$ cat src/rtl/reflex_pkg.sv
// Shared types and constants for the reflex-measurement sequencer.
package reflex_pkg;

  typedef enum logic [2:0] {
    S_IDLE,
    S_ARM,
    S_WAIT,
    S_GO,
    S_DONE
  } state_t;

  localparam logic [7:0] LFSR_SEED = 8'hA5;
  // Feedback taps for x^8+x^6+x^5+x^4+1 on a left-shifting register: bits 7,5,4,3
  localparam logic [7:0] LFSR_TAPS = 8'b1011_1000;

endpackage

$ cat src/rtl/reflex_ctrl_lfsr8.sv
// 8-bit free-running Fibonacci LFSR; seed is non-zero so the state never locks up.
module lfsr8
  import reflex_pkg::*;
(
  input  logic       ck,
  input  logic       reset,
  output logic [7:0] q
);

  always_ff @(posedge ck or posedge reset) begin
    if (reset) q <= LFSR_SEED;
    else       q <= {q[6:0], ^(q & LFSR_TAPS)};
  end

endmodule

$ cat src/rtl/reflex_ctrl.sv
// Reflex round sequencer: random delay via external ds timer, then ms reaction count.
// Optional BEST_SCORE_EN adds a best-result tracker (best_ms/best_valid).
module reflex_ctrl
  import reflex_pkg::*;
#(
  parameter int MIN_DS   = 10,
  parameter int RANGE_DS = 32,
  parameter int MAX_MS   = 9999,
  parameter int RES_W    = 14
) (
  input  logic             ck,
  input  logic             reset,
  input  logic             start,
  input  logic             stop,
  input  logic             tick_ms,
  input  logic             tmr_zero,
  output logic             tmr_load,
  output logic [5:0]       tmr_value,
  output logic             led_go,
  output logic             busy,
  output logic [RES_W-1:0] result_ms,
  output logic             result_valid,
  output logic             false_start,
  output logic             timeout
`ifdef BEST_SCORE_EN
  ,
  output logic [RES_W-1:0] best_ms,
  output logic             best_valid
`endif
);

  localparam int RW = $clog2(RANGE_DS);

  state_t           state;
  logic [7:0]       lfsr;
  logic             start_q, stop_q;
  logic             start_press, stop_press;
  logic [RES_W-1:0] cnt;
  logic             unused_lfsr;

  lfsr8 u_lfsr (.ck(ck), .reset(reset), .q(lfsr));

  assign unused_lfsr = ^lfsr;
  assign start_press = start & ~start_q;
  assign stop_press  = stop & ~stop_q;

  always_ff @(posedge ck or posedge reset) begin
    if (reset) begin
      start_q <= 1'b0;
      stop_q  <= 1'b0;
    end else begin
      start_q <= start;
      stop_q  <= stop;
    end
  end

  always_ff @(posedge ck or posedge reset) begin
    if (reset) begin
      state        <= S_IDLE;
      tmr_load     <= 1'b0;
      tmr_value    <= '0;
      led_go       <= 1'b0;
      busy         <= 1'b0;
      cnt          <= '0;
      result_ms    <= '0;
      result_valid <= 1'b0;
      false_start  <= 1'b0;
      timeout      <= 1'b0;
    end else begin
      case (state)
        S_IDLE, S_DONE: begin
          if (start_press) begin
            state        <= S_ARM;
            busy         <= 1'b1;
            tmr_load     <= 1'b1;
            tmr_value    <= 6'(MIN_DS) + 6'(lfsr[RW-1:0]);
            result_ms    <= '0;
            result_valid <= 1'b0;
            false_start  <= 1'b0;
            timeout      <= 1'b0;
          end
        end
        S_ARM: begin
          tmr_load <= 1'b0;
          state    <= S_WAIT;
        end
        S_WAIT: begin
          // A press while the timer expires still counts as jumping the gun
          if (stop_press) begin
            state       <= S_DONE;
            busy        <= 1'b0;
            false_start <= 1'b1;
          end else if (tmr_zero) begin
            state  <= S_GO;
            led_go <= 1'b1;
            cnt    <= '0;
          end
        end
        S_GO: begin
          if (stop_press) begin
            state        <= S_DONE;
            busy         <= 1'b0;
            led_go       <= 1'b0;
            result_ms    <= cnt;
            result_valid <= 1'b1;
          end else if (tick_ms) begin
            if (cnt == RES_W'(MAX_MS)) begin
              state     <= S_DONE;
              busy      <= 1'b0;
              led_go    <= 1'b0;
              result_ms <= RES_W'(MAX_MS);
              timeout   <= 1'b1;
            end else begin
              cnt <= cnt + 1'b1;
            end
          end
        end
        default: state <= S_IDLE;
      endcase
    end
  end

`ifdef BEST_SCORE_EN
  always_ff @(posedge ck or posedge reset) begin
    if (reset) begin
      best_ms    <= '0;
      best_valid <= 1'b0;
    end else if (state == S_GO && stop_press) begin
      if (!best_valid || cnt < best_ms) best_ms <= cnt;
      best_valid <= 1'b1;
    end
  end
`endif

endmodule

$ cat config.mk
export PLATFORM = sky130hd
export DESIGN_NAME = reflex_ctrl
export DESIGN_NICKNAME = d
export VERILOG_FILES = /design/src/rtl/reflex_pkg.sv /design/src/rtl/reflex_ctrl_lfsr8.sv /design/src/rtl/reflex_ctrl.sv
export SDC_FILE = /design/constraint.sdc
export NUM_CORES = 1
export LEC_CHECK = 0
export CAP_MARGIN = 20
export CORE_ASPECT_RATIO = 0.5
export CORE_UTILIZATION = 49
export CTS_CLUSTER_SIZE = 20
export DETAILED_ROUTE_END_ITERATION = 7
export GPL_TIMING_DRIVEN = 1
export HOLD_SLACK_MARGIN = 0.08
export PLACE_DENSITY_LB_ADDON = 0.3
export SYNTH_ARGS = -nofsm -noshare
export SYNTH_HDL_FRONTEND = slang
export SYNTH_SLANG_ARGS = --single-unit
export TNS_END_PERCENT = 20
$ cat constraint.sdc
create_clock -name ck -period 1.8 [get_ports ck]
set_input_delay 0.36 -clock ck [delete_from_list [all_inputs] [get_ports ck]]
set_output_delay 0.36 -clock ck [all_outputs]
set_load 0.01 [all_outputs]
# --- Word level (Yosys, flattened, before mapping) ---
# Cells that the tools add are included.
# Widths: inputs -> output; s select.
classes:
  n_addsub: 2
  multipliers: 0
  div_mod_pow: 0
  n_lt_le_gt_ge: 0
  n_eq_ne: 17
  shift: 0
  mux: 36
  n_bitwise: 4
  reduce_logical: 18
op_table:
  columns: ["op", "count"]
  rows:
  - ["$mux 14", 9]
  - ["$pmux 14 s2", 2]
  - ["$mux 3", 6]
  - ["$ne 2x2->1 const B", 9]
  - ["$reduce_and 5->1", 3]
  - ["$add 14x1->14 const B", 1]
  - ["$eq 14x14->1 const B", 1]
  - ["$mux 1", 12]
  - ["$pmux 3 s4", 1]
  - ["$pmux 1 s2", 5]
  - ["$ne 3x3->1 const B", 3]
  - ["$reduce_and 4->1", 2]
  - ["$reduce_bool 2->1", 4]
  - ["$reduce_xor 8->1", 1]
  - ["$add 4x5->6 const A", 1]
  - ["$eq 3x2->1 const B", 2]
  - ["$reduce_and 3->1", 2]
  - ["$reduce_and 6->1", 1]
  - ["$reduce_and 2->1", 2]
  - ["$eq 3x1->1 const B", 1]
  - ["$eq 3x3->1 const B", 1]
  - ["$logic_not 3->1", 1]
  - ["$pmux 1 s3", 1]
  - ["$reduce_bool 3->1", 1]
  - ["other kinds (3)", 5]
word_totals:
  regBits: 53
  latchBits: 0
  ram_bits: 0
  mem_bits_ro: 0
  in_bits: 6
  output_inout_bits: 26
  n_memories: 0

# --- Logic depth before layout (Yosys ltp) ---
# Gate-level depths: netlist of run 1.
depth:
  ltp_word: 5
  ltp_mapped: 8

# --- Modules after synthesis ---
# A second synthesis of run 1 with hierarchy kept.
unflattened:
  hier_cells: 241
  area_unflattened_um2: 2456.1
modules_own_cells:
  columns: ["mod", "n_inst", "cells_each", "area_each_um2"]
  rows:
  - ["reflex_ctrl", 1, 229, 2220.9]
  - ["lfsr8", 1, 12, 235.2]

# --- Worst setup path before layout of run 1 ---
# OpenSTA, ideal clock, no wires.
synth_path:
  path_kind: "register -> register"
  start: "register cnt[0]"
  end: "register cnt[13]"
  setup_ns: 0.083
  arrival_time_ns: 1.821
  slack_ns: -0.103
  stages_incl_launch_ff: 8
  synth_period_minus_slack_ns: 1.903
  cell_sequence: "dfrtp_1 > ha_1 > and3_1 > buf_2 > a41oi_1 > nand2b_1 > or3_1 > o21ai_0"
synth_via:
  elab_chain_len: 5
synth_lines:
  columns: ["element", "line_no", "source"]
  rows:
  - ["start: declaration", "reflex_ctrl.sv:38", "logic [RES_W-1:0] cnt;"]
  - ["start signal: assignment", "reflex_ctrl.sv:114", "cnt <= cnt + 1'b1;"]
  - ["$add 14x1->14", "reflex_ctrl.sv:114", null]
  - ["$mux 14", "reflex_ctrl.sv:107", "if (cnt == RES_W'(MAX_MS)) begin"]
  - ["$mux 14", "reflex_ctrl.sv:106", "end else if (tick_ms) begin"]
  - ["$mux 14", "reflex_ctrl.sv:100", "if (stop_press) begin"]
  - ["$pmux 14 s2", "reflex_ctrl.sv:70", "case (state)"]
# Parallel ways exist; a longest one is shown, timed or not. The select of a mux whose other input is x is not followed.
# A chain may end at the register's enable or synchronous reset.

# --- Worst setup path after layout of run 1 ---
layout_path:
  start: "register cnt[0]"
  end: "register cnt[10]"
# Same word-level chain as after synthesis.

==> results of run 1 <==
[path summary, 6_finish.rpt]
check                                 to         from  slack, ps  depth (start not counted)
setup / recovery                 cnt[10]       cnt[0]         90                          7
hold / removal               u_lfsr.q[7]  u_lfsr.q[6]        370                          0
setup reg to reg                 cnt[10]       cnt[0]         90                          7
hold reg to reg              u_lfsr.q[7]  u_lfsr.q[6]        370                          0
max in group asynchronous    u_lfsr.q[2]        reset       1120                          3
min in group asynchronous  result_ms[13]        reset        410                          3
[where the power goes]
part           total (W)  internal (W)  switching (W)
logic            0.00124      0.000629       0.000616
registers        0.00154       0.00140       0.000131
clock network   0.000703      0.000312       0.000390
total            0.00348       0.00235        0.00114
[area by class of cell]
cell class	count	area, um^2
Clock buffer	6	82.6
Clock inverter	2	13.8
Fill cell	338	1330
Inverter	3	11.3
Multi-Input combinational cell	157	1020
Sequential cell	53	1330
Tap cell	66	82.6
Timing Repair Buffer	70	619
[Yosys cell counts]
master	count
or4_1	1
buf_6	3
o21ai_1	1
a22o_1	7
a41oi_1	3
xor2_1	3
ha_1	2
buf_2	2
nor2_2	1
and2_2	1
and2_4	1
buf_4	1
nor3_1	2
and2b_1	1
nand2b_1	7
mux2_2	2
xnor2_1	2
and4_1	1
nor2_1	14
and3_1	3
o21ai_0	30
nand4_1	7
nor3b_1	1
a211oi_1	4
clkbuf_1	4
a22oi_1	1
inv_1	3
nor4_2	1
a41o_2	1
o22ai_1	2
a311oi_1	1
a21oi_1	13
o211ai_4	1
o31ai_1	2
a32o_1	1
nor2b_1	2
nand3_1	8
o21a_1	2
or3_1	1
a31oi_1	4
nand2_1	23
dfrtp_1	49
dfstp_2	4
[per-stage QoR]
step	instances	util, %
after floorplan	223	-
after global routing	357	70.3
after detailed placement	349	66.5
after global placement	349	66.5
after CTS	357	69.1
final	357	70.3
[worst reg2reg max path: stages, from the launching register on]
cell and delay [ps]:
dfrtp_1 410, ha_2 200, and3_4 200, a41o_4 290, buf_4 150, a311oi_2 240, o21ai_1 80, o21ai_1 70
[routing by layer]
metal,part of all wire (%),up-vias,routed length (um),global-route usage (%)
li1,-,945,-,-
met1,51,956,2810,33.8
met2,44,43,2410,36.2
met3,4.2,6,233,5.47
met4,0.82,0,45,5.88
met5,0,-,0,0
[logic make-up (layout without fill, tap and decap cells)]
kind of cell | Yosys count | in the layout
xor+xnor | 5 | 5
fa+ha+maj | 2 | 2
flops | 53 | 53
simple gates | 75 | 75
compound gates | 73 | 73
buf+inv | 13 | 81
mux | 2 | 2
[repair_timing]
item,CTS,global route
gates resized for setup,3,17
pin swaps,1,1
setup endpoints to repair,9,16
[state kept, by name (all words and copies together), names as in the netlist]
| name | flops |
|---|---|
| u_lfsr.q | 8 |
| tmr_value | 6 |
| led_go | 1 |
| tmr_load | 1 |
| busy | 1 |
| state | 3 |
| start_q | 1 |
| false_start | 1 |
| result_ms | 14 |
| timeout | 1 |
| stop_q | 1 |
| cnt | 14 |
| result_valid | 1 |
==> flow_metrics.tcl, run 1 <==
set metrics [dict create \
    ioPinCount 32 \
    firstDrtPassIters 4 \
    cts_tree "yes" \
    start_kind "flop" \
    htree_levels 2 \
    die-area_um2 5080 \
    layout_commonest_cell "dfrtp_1" \
    cp.required_ps 2040 \
    cp_common_cell "o21ai_1" \
    cts_buffer_depth 2 \
    fmax_ghz 0.584 \
    worstSetupPathType "reg -> reg" \
    synth_area_leaders "dfrtp_1, o21ai_0, dfstp_2, nand2_1, a21oi_1" \
    cp.arrival_ps 1960 \
    start_util_pct 52.2 \
    slowest_delay_ps 410 \
    p_leak_nw 1.41 \
    finalCriticalPeriod_ps 1710 \
    synthXorXnorAreaFrac_pct 1.87 \
    synth_area_um2 2340 \
    drt-vias-per-instance 5.46 \
    min_period_over_period_pct 95.1 \
    holdBufCountCts 0 \
    status "complete, no violations" \
    ys_warn_count 0 \
    ctsRootBufferMaster "clkbuf_8" \
    synth_top_family_by_area "compound AO/OA/AOI/OAI gates" \
    worstMarginPinSlew_ps 399 \
    cap_violations 0 \
    power_density_nw_per_um2 1100 \
    drtAntennaViolNets 0 \
    rows 17 \
    diodes 0 \
    chipWidth_um 99.8 \
    dp_hpwl_um 3950 \
    final_cell_mix "dfrtp_1, buf_4, clkdlybuf4s50_1, o21ai_0, nand2_1" \
    grt.overflow.total 0 \
    yosys.area_share.adder_pct 1.07 \
    synth-simple-area-share_pct 16.2 \
    wl_per_cell_um 15.4 \
    crit_fanout 4 \
    drt_iter0_markers 111 \
    synthMuxAreaShare_pct 0.961 \
    critPathTopFamily "compound AO/OA/AOI/OAI gates" \
    synth_top_cell_by_area "dfrtp_1" \
    antenna_found_initial 0 \
    hold_path.class "reg -> reg" \
    p_total_w 0.00348 \
    gp_congestion 0.898 \
    setup_tns_ps 0 \
    worst-path-buf-inv 1 \
    cp_slowest_cell "dfrtp_1" \
    syn_inst 223 \
    setup_violations 0 \
    slew_violations 0 \
    setup_ws_ps 87.4 \
    ys_ff_latch 53 \
    cts_setup_buffers 0 \
    place_ws_ps -236 \
    clkLatencyLatePin_ps 310 \
    grt_pass1_vias 1885 \
    grt_max_degree 54 \
    postSynthAreaPerCell_um2 10.5 \
    hold_viol_final 0 \
    drc_errors 0 \
    synth.net_count 231 \
    synth_top_area_share_pct 52.3 \
    die_y_um 50.9 \
    ys_types 43 \
    dr_total_vias 1950 \
    worstPathCellList "ha_2 > and3_4 > a41o_4 > buf_4 > a311oi_2 > o21ai_1 > o21ai_1" \
    drive_above_1_share_pct 24.4 \
    hold_slack_ps 369 \
    final_area_um2 3160 \
    coreArea_um2 4490 \
    synth_compound_area_share_pct 19.8 \
    syn2layout_area_growth_pct 34.6 \
    finalNetCount 298 \
    slew_headroom_pct 73.4 \
    io_buffers 31 \
    track_usage_pct 23.5 \
    ir_worst_vdd_mv 0.764 \
    worst_setup_path_end_kind "flop" \
    seq_area_frac_synth_pct 56.8 \
    cts_buffers 5 \
    clkTransAtPathRegs_ps 90 \
    placedInstanceArea_um2 2980 \
    grt_first_pass_wirelength_um 9050 \
    final.setup_skew_ps 3.80 \
    cts.sinks 53 \
    wl_um 5500 \
]
No activity file was read; power rests on OpenSTA's default activity.
==> run 2, diff against run 1 <==
Settings changed: PLACE_DENSITY from default to 0.75, PLACE_DENSITY_LB_ADDON 0.3 to default.
==> run 2 against run 1 <==
Maximum frequency shrank 3.7%. Via count grew 2.8%. Critical path depth is the same. Routed wire length up 5.0%. Critical path type unchanged. Register-to-register slack got worse by 70 ps. Global-route usage rose by 0.90 points. Clock skew grew 2.4 ps. Clock power down 5.8%.
==> flow_metrics.tcl, run 2 (synthesized netlist as in run 1, its figures left out) <==
set metrics [dict create \
    htree_levels 2 \
    placedInstanceArea_um2 2980 \
    slowest_delay_ps 400 \
    grt.overflow.total 0 \
    worst_setup_path_end_kind "flop" \
    power_density_nw_per_um2 1080 \
    status "complete, no violations" \
    drt_iter0_markers 126 \
    diodes 0 \
    coreArea_um2 4490 \
    antenna_found_initial 0 \
    switching_share_pct 33.1 \
    clkPwrFrac_pct 19.3 \
    power.internal_w 0.00229 \
    cp.required_ps 2030 \
    grt_max_degree 54 \
    setup_tns_ps 0 \
    gp_congestion 0.885 \
    ioPinCount 32 \
    min_period_over_period_pct 98.8 \
    slew_violations 0 \
    fillCellCount 338 \
    final_area_um2 3160 \
    rows 17 \
    wl_um 5770 \
    p_comb_share_pct 35.3 \
    cap_violations 0 \
    power.switching_w 0.00113 \
    worstSetupPathType "reg -> reg" \
    start_util_pct 52.2 \
    dr_total_vias 2005 \
    drtAntennaViolNets 0 \
    worst-path-buf-inv 1 \
    ctsRootBufferMaster "clkbuf_8" \
    p_leak_nw 1.41 \
    critPathTopFamily "compound AO/OA/AOI/OAI gates" \
    drive_above_1_share_pct 24.7 \
    track_usage_pct 24.4 \
    hold_path.class "reg -> reg" \
    wl_per_cell_um 16.1 \
    start_kind "flop" \
    crit_fanout 4 \
    io_buffers 31 \
    cts_buffer_depth 2 \
    slew_headroom_pct 67.9 \
    finalNetCount 299 \
    die_y_um 50.9 \
    rsz0062_at_grt "yes" \
    pwr-share-seq_pct 45.4 \
    finalCriticalPeriod_ps 1780 \
    cp.arrival_ps 2010 \
    fmax_ghz 0.562 \
    ir_worst_vdd_mv 0.760 \
    worstPathCellList "ha_1 > and3_4 > a41o_4 > buf_4 > a311oi_2 > o21ai_1 > o21ai_0" \
    hold_viol_final 0 \
    chipWidth_um 99.8 \
    cts_buffers 5 \
    worstMarginPinSlew_ps 481 \
    reg.largest.list "cnt: 14 flops, result_ms: 14 flops, u_lfsr.q: 8 flops" \
    grt_pass1_vias 1915 \
    clkLatencyLatePin_ps 310 \
    grt_first_pass_wirelength_um 9210 \
    die-area_um2 5080 \
    clkTransAtPathRegs_ps 90 \
    cp_slowest_cell "dfrtp_1" \
    final.setup_skew_ps 6.20 \
    layout_commonest_cell "dfrtp_1" \
    cts_tree "yes" \
    cts.sinks 53 \
    final_cell_mix "dfrtp_1, buf_4, clkdlybuf4s50_1, o21ai_0, nand2_1" \
    drt-vias-per-instance 5.60 \
    setup_violations 0 \
    dp_hpwl_um 4110 \
    syn2layout_area_growth_pct 34.8 \
    firstDrtPassIters 4 \
    drc_errors 0 \
]
## run 2: final timing paths
check                       startpoint      endpoint  slack, ps  cells after the start
max                             cnt[0]       cnt[10]         20                      7
min                        u_lfsr.q[6]   u_lfsr.q[7]        360                      0
max reg2reg                     cnt[0]       cnt[10]         20                      7
min reg2reg                u_lfsr.q[6]   u_lfsr.q[7]        360                      0
max in group asynchronous        reset   u_lfsr.q[2]       1090                      3
min in group asynchronous        reset  result_ms[6]        410                      3
## run 2: through the flow
step | power (W) | util [%] | hold WS (ps) | setup WS [ps] | std cells
6_report | 0.00342 | 70.4 | 360 | 21.8 | 358
5_1_grt | 0.00361 | 70.4 | 371 | -43.2 | 358
4_1_cts | 0.00340 | 69.0 | 360 | 1.34 | 358
3_5_place_dp | 0.00273 | 66.5 | 339 | -242 | 349
3_3_place_gp | 0.00269 | 66.5 | 341 | -175 | 349
2_1_floorplan | 0.00212 | - | 333 | -63.3 | 223
## run 2: final cells by class
class | count | area [um^2] | share of cell area, %
Timing Repair Buffer | 71 | 627 | 19.8
Inverter | 3 | 11.3 | 0.356
Tap cell | 66 | 82.6 | 2.61
Multi-Input combinational cell | 157 | 1020 | 32.3
Sequential cell | 53 | 1330 | 42.1
Clock buffer | 6 | 72.6 | 2.30
Clock inverter | 2 | 13.8 | 0.435
## run 2: power by group through the flow
stage	registers, W	logic, W	clock network (W)
final	0.00155	0.00121	0.000662
after global routing	0.00159	0.00130	0.000718
after CTS	0.00155	0.00117	0.000676
after detailed placement	0.00158	0.00115	0
after global placement	0.00156	0.00113	0
after floorplan	0.00164	0.000483	0
## run 2: metal layers
metal	GRT usage [%]	part of all wire (%)
met2	38.9	45
met1	32.8	46
met3	6.57	6.7
met5	0	0
met4	8.09	1.6
## run 2: repair_timing
item | CTS | global route
resized for setup | 5 | 15
endpoints found under the setup margin | 9 | 24
hold buffers | 0 | 0
pin swaps | 1 | 1
setup buffers | 1 | 0
gates cloned | 0 | 0
## run 2: worst reg2reg max path, cell delays in order (launching register included)
cell,delay [ps]
dfrtp_1,400
ha_1,230
and3_4,210
a41o_4,290
buf_4,160
a311oi_2,250
o21ai_1,90
o21ai_0,80
